`src/rtl/rr_mux_arb_2to1.sv`:
```
// Two-input packet-aware round-robin stream arbiter with a registered output slice.
// Picks which of w0/w1 owns the output, locks that owner for a multi-beat packet,
// and drives the 2:1 select s aligned with each registered output beat.
module rr_mux_arb_2to1 #(
  parameter int unsigned WIDTH = 8
) (
  input  logic             clk,
  input  logic             rst_n,

  input  logic [WIDTH-1:0] w0_data,
  input  logic             w0_valid,
  input  logic             w0_last,
  output logic             w0_ready,

  input  logic [WIDTH-1:0] w1_data,
  input  logic             w1_valid,
  input  logic             w1_last,
  output logic             w1_ready,

  output logic [WIDTH-1:0] f_data,
  output logic             f_valid,
  output logic             f_last,
  input  logic             f_ready,

  output logic             s
);

  typedef enum logic [1:0] {
    StIdle  = 2'b00,
    StLock0 = 2'b01,
    StLock1 = 2'b10
  } state_e;

  state_e           state_q, state_d;
  logic             ptr_q, ptr_d;

  logic [WIDTH-1:0] f_data_q, f_data_d;
  logic             f_valid_q, f_valid_d;
  logic             f_last_q, f_last_d;
  logic             s_q, s_d;

  logic             grant_vld;
  logic             grant_idx;
  logic             load_en;
  logic             sel_valid;
  logic [WIDTH-1:0] sel_data;
  logic             sel_last;
  logic             in_xfer;

  // Output slice can take a new beat when it is empty or its beat leaves this cycle.
  assign load_en = ~f_valid_q | f_ready;

  // Grant selection: valids only matter while idle; a lock ignores the other source.
  always_comb begin
    grant_vld = 1'b0;
    grant_idx = 1'b0;
    unique case (state_q)
      StIdle: begin
        if (w0_valid && w1_valid) begin
          grant_vld = 1'b1;
          grant_idx = ptr_q;
        end else if (w0_valid) begin
          grant_vld = 1'b1;
          grant_idx = 1'b0;
        end else if (w1_valid) begin
          grant_vld = 1'b1;
          grant_idx = 1'b1;
        end
      end
      StLock0: begin
        grant_vld = 1'b1;
        grant_idx = 1'b0;
      end
      StLock1: begin
        grant_vld = 1'b1;
        grant_idx = 1'b1;
      end
      default: begin
        grant_vld = 1'b0;
        grant_idx = 1'b0;
      end
    endcase
  end

  assign w0_ready = grant_vld & ~grant_idx & load_en;
  assign w1_ready = grant_vld &  grant_idx & load_en;

  // Route the granted source into the output slice.
  always_comb begin
    sel_valid = grant_idx ? w1_valid : w0_valid;
    sel_data  = grant_idx ? w1_data  : w0_data;
    sel_last  = grant_idx ? w1_last  : w0_last;
  end

  assign in_xfer = grant_vld & load_en & sel_valid;

  // Next-state: output slice, lock FSM and round-robin pointer all move on input transfers.
  always_comb begin
    state_d   = state_q;
    ptr_d     = ptr_q;
    f_data_d  = f_data_q;
    f_valid_d = f_valid_q;
    f_last_d  = f_last_q;
    s_d       = s_q;

    // Slice drains when it can load but nothing arrives; payload fields keep their value.
    if (load_en) begin
      f_valid_d = 1'b0;
    end

    if (in_xfer) begin
      f_valid_d = 1'b1;
      f_data_d  = sel_data;
      f_last_d  = sel_last;
      s_d       = grant_idx;
      if (sel_last) begin
        state_d = StIdle;
        // Hand priority to the other source once a packet completes.
        ptr_d   = ~grant_idx;
      end else begin
        state_d = grant_idx ? StLock1 : StLock0;
      end
    end
  end

  // All state, synchronous active-low reset.
  always_ff @(posedge clk) begin
    if (!rst_n) begin
      state_q   <= StIdle;
      ptr_q     <= 1'b0;
      f_data_q  <= '0;
      f_valid_q <= 1'b0;
      f_last_q  <= 1'b0;
      s_q       <= 1'b0;
    end else begin
      state_q   <= state_d;
      ptr_q     <= ptr_d;
      f_data_q  <= f_data_d;
      f_valid_q <= f_valid_d;
      f_last_q  <= f_last_d;
      s_q       <= s_d;
    end
  end

  assign f_data  = f_data_q;
  assign f_valid = f_valid_q;
  assign f_last  = f_last_q;
  assign s       = s_q;

endmodule

```
`config.mk`:
```
export PLATFORM = sky130hd
export DESIGN_NAME = rr_mux_arb_2to1
export DESIGN_NICKNAME = d
export VERILOG_FILES = /design/src/rtl/rr_mux_arb_2to1.sv
export SDC_FILE = /design/constraint.sdc
export NUM_CORES = 1
export LEC_CHECK = 0
export ABC_AREA = 1
export BUFFER_PORTS_ARGS = -buffer_cell sky130_fd_sc_hd__clkbuf_2
export CORE_UTILIZATION = 45
export DETAILED_ROUTE_END_ITERATION = 12
export PLACE_DENSITY = 0.83
export SYNTH_ARGS = -nofsm -noshare
export SYNTH_HDL_FRONTEND = slang
export SYNTH_SLANG_ARGS = --single-unit
```
`constraint.sdc`:
```
create_clock -name clk -period 1.6 [get_ports clk]
set_input_delay 0.24 -clock clk [delete_from_list [all_inputs] [get_ports clk]]
set_output_delay 0.24 -clock clk [all_outputs]
set_load 0.005 [all_outputs]
```
# ---- Word-level counts from Yosys, hierarchy flattened
# Cells that the tools add are included.
# W data, S select, Z words.
dict set report classes {
  addsub 0
  mul 0
  n_div 0
  order_cmp 0
  n_eq_ne 2
  n_shift 0
  mux 14
  n_bitwise 9
  reduce_logical 5
}
# cell count
set op_table {}
lappend op_table {{$mux W1} 9}
lappend op_table {{$mux W8} 1}
lappend op_table {{$and A1 B1 Y1} 6}
lappend op_table {{$mux W2} 2}
lappend op_table {{$pmux W1 S2} 2}
lappend op_table {{$eq A2 B1 Y1 const B} 1}
lappend op_table {{$eq A2 B2 Y1 const B} 1}
lappend op_table {{$logic_not A2 Y1} 1}
lappend op_table {{$not A1 Y1} 2}
lappend op_table {{$reduce_and A2 Y1} 1}
lappend op_table {{$reduce_bool A2 Y1} 1}
lappend op_table {{$reduce_or A2 Y1} 1}
lappend op_table {{$logic_and A1 B1 Y1} 1}
lappend op_table {{$or A1 B1 Y1} 1}
dict set report word_totals {
  register_bits 14
  latch_bits 0
  ram_bits 0
  rom_bits 0
  in_bits 23
  output_inout_bits 13
  elab_cells 36
  mem_count 0
}

# ---- Longest topological paths before layout
dict set report logic_depth {
  word_depth 7
  ltp_mapped 12
  ltp_nobuf 11
}

# ---- Worst setup path after synthesis
# No wires, ideal clock.
dict set report synth_timing {
  kind {register to register}
  from {reg state_q[1]}
  to {reg state_q[0]}
  setup_ns 0.117
  arrival_ns 1.310
  required_time_ns 1.483
  setup_slack_ns 0.173
  stages_incl_launch_ff 10
  path_buffers 1
  synth_period_minus_slack_ns 1.427
  cell_sequence {dfxtp_1 inv_1 ha_1 nand3b_1 nand2_1 nor2_4 inv_2 buf_6 a21oi_2 nor2_1}
}
dict set report synth_via {
  elab_chain_len 5
  elab_cells_between_ends 12
  cone_classes {eq/ne: 2; mux: 6; bitwise: 2; reduce/logical: 2}
}
# element line
set synth_rtl {}
lappend synth_rtl {{start: declaration} 34} ;# state_e state_q, state_d;
lappend synth_rtl {{start signal: assignment} 129} ;# state_q <= StIdle;
lappend synth_rtl {{start signal: assignment} 136} ;# state_q <= state_d;
lappend synth_rtl {{$eq A2 B2 Y1 / $eq A2 B1 Y1 (equally long branches)} 57} ;# unique case (state_q)
lappend synth_rtl {{$reduce_or A2 Y1 (no source line)} n/a}
lappend synth_rtl {{$pmux W1 S2} 57}
lappend synth_rtl {{$and A1 B1 Y1 (2 in series)} 95} ;# assign in_xfer = grant_vld & load_en & sel_valid;
# Parallel ways exist; a longest one is shown, timed or not.
# A chain may end at the register's enable or synchronous reset.

# ---- Worst setup path after layout
dict set report layout_timing {
  from {reg state_q[0]}
  to {reg state_q[1]}
}
# The elaborated chain is that of the path after synthesis.

==> flow_metrics.tcl <==
set metrics [dict create \
    outcome "finished, violations left" \
    violations "DRC, setup timing" \
    fmax_ghz 0.6087 \
    report.final.setup_viol 13 \
    area_delta_synth_final_pct 44.69 \
    synth_top_family_by_area "simple AND/OR/NAND/NOR gates" \
    synth_seq_cells 14 \
    synth_simple_gate_area_frac 0.3746 \
    whs_path_depth 4 \
    die_x_um 43.59 \
    yosysTopAreaCell "dfxtp_1" \
    synth.distinct_cells 18 \
    grt_usage 0.2465 \
    cts_inserted_buffers 3 \
    finalHoldViolCount 0 \
    grt_max_degree 13 \
    crit_path_end_kind "register" \
    syn_nets 141 \
    routedWlPerCell_um 11.99 \
    clock_sinks 14 \
    die_y_um 43.59 \
    vias 887 \
    grt_pass1_wl_um 3519 \
    clock-root-buffer "clkbuf_4" \
    vias_per_cell 4.983 \
    synth_compound_area_frac 0.1061 \
    arrival_ns 1.86 \
    ys_seq_area_frac 0.3601 \
    synth_cells 115 \
    p_switching_mw 0.4745 \
    drt-initial-drc-count 34 \
    grt_overflow 0 \
    cts_tree "done" \
    drc 4 \
    required_ns 1.81 \
    ioPinCount 36 \
    drive_above_1_share 0.4753 \
    htreeDepth 1 \
    setup_ws_ns -0.04280 \
    peakVddDrop_uv 522.7 \
    seq_area_um2 282.8 \
    pwr-share-clk 0.199 \
    multi_input_area_um2 461.7 \
    seq_power_share 0.351 \
    routed_wirelength_um 2135 \
    cp-start-kind "register" \
    synthXorXnorAreaFrac 0 \
    synth_adder_area_share 0.04823 \
    fin_crit_sh 1.027 \
    firstDrtPassIters 8 \
    antenna_found_initial 0 \
    netlist_top_cells_area "dfxtp_1 (36%), nand2_1 (18%), nor2_1 (9.6%), o21ai_0 (5.8%), buf_6 (5.8%)" \
    p_leak_nw 0.6014 \
    skew_ns 0.005847 \
    p_int_mw 0.8182 \
    crit_path_max_fanout 6 \
    insertion_delay_ns 0.28 \
    relSlewSlack 0.8384 \
    holdWs_ns 0.2668 \
    pwr_density_cell_mw_per_mm2 1148 \
    nets 189 \
    switching_share 0.3671 \
    synthesis.area_um2 778.2 \
    synth_top_area_share 0.3601 \
    antenna_cells 0 \
    min_period_ns 1.643 \
    hpwl_um 1436 \
    pre_cts_ws_ns 0.02516 \
    combinationalPowerShare 0.450 \
    yosys_warnings 0 \
    drv_cap 0 \
    io_buffers 35 \
    die_area_mm2 0.001900 \
    tightest_slew_ns 0.2418 \
    utilization 0.7223 \
    rows 14 \
    muxShareOfSynthArea 0 \
    cts.path.max_buffers 2 \
    drv_slew 0 \
    start_util 0.4992 \
    ant_nets 0 \
    fillers 130 \
    clk_pin_slew_worst_paths_ns 0.09 \
    min_path_type "primary input to register" \
    crit_type "register to register" \
    core_mm2 0.001559 \
    routabilityCongestion 0.8390 \
    grt_pass1_vias 773 \
    rsz0062_at_grt "yes" \
    worstRegToRegCells 9 \
    syn-mean-instance-area_um2 6.767 \
]
-- worst max-delay path, cell delays in order, from the launching register on --
cell and delay (ns):
dfxtp_2 0.35, inv_2 0.05, ha_4 0.25, nand3b_1 0.12
nand2_2 0.12, buf_6 0.14, nor2_4 0.20, buf_6 0.16
nand2_1 0.06, a21oi_2 0.12
-- metrics by stage --
stage               total power, mW  cell area, um2  std cells  setup TNS [ns]
floorplan                    0.7554           778.2        115               0
global placement             0.8746           958.4        166               0
detailed placement           0.8897           958.4        166               0
CTS                           1.245            1099        177        -0.02088
global route                  1.387            1126        178          -1.373
finish                        1.293            1126        178         -0.3368
-- cell usage in the layout, fill, tap and decap left out, drive strengths merged --
master / n
clkbuf: 39
nand2: 39
nor2: 25
dfxtp: 14
buf: 12
inv: 11
o21ai: 10
a21oi: 5
ha: 3
nand3: 2
nand3b: 1
or2: 1
-- cells by family (layout without fill, tap and decap cells) --
kind of cell    Yosys count  in the layout
flops                    14             14
fa+ha+maj                 3              3
compound gates           15             15
simple gates             68             68
buf+inv                  15             62
-- flip-flops by register name (all words and copies together), names as in the netlist --
register,count
ptr_q,1
f_data,8
f_last,1
f_valid,1
state_q,2
s,1
-- layer usage --
layer / up-vias / track usage / part of all wire
li1: 446 / - / -
met1: 406 / 0.3212 / 0.43
met2: 33 / 0.4149 / 0.52
met3: 2 / 0.04167 / 0.049
met4: 0 / 0.07500 / 0.0061
met5: - / 0 / 0
-- final timing paths --
path | start | end | slack [ns]
min | w1_last | state_q[1] | 0.27
min reg2reg | s | s | 0.47
max | state_q[0] | state_q[1] | -0.04
max reg2reg | state_q[0] | state_q[1] | -0.04
-- power groups by stage --
| stage | logic, mW | registers, mW | clock network [mW] |
|---|---|---|---|
| 2_1_floorplan | 0.297 | 0.458 | 0 |
| 3_3_place_gp | 0.419 | 0.456 | 0 |
| 3_5_place_dp | 0.432 | 0.458 | 0 |
| 4_1_cts | 0.526 | 0.452 | 0.266 |
| 5_1_grt | 0.648 | 0.458 | 0.282 |
| 6_report | 0.582 | 0.454 | 0.257 |
-- synthesized netlist by cell type, drive strengths merged --
master,instances
nand3,2
ha,3
or2,1
a21oi,5
buf,4
nand2,39
nor2,25
o21ai,10
inv,11
nand3b,1
dfxtp,14
-- layout make-up --
class	count	area share
well taps	16	0.01778
flip-flops and latches	14	0.2511
repair buffers	47	0.2456
clock buffers	4	0.03222
inverters	11	0.04333
multi-input cells	86	0.4100
-- repair_timing --
item / 4_1_cts / 5_1_grt
hold buffers: 0 / 0
gates cloned: 0 / 1
pin swaps: 8 / 8
resized for setup: 19 / 11
endpoints found under the setup margin: 2 / 15
setup buffers: 7 / 0
Power figures use the tool's default switching activity.
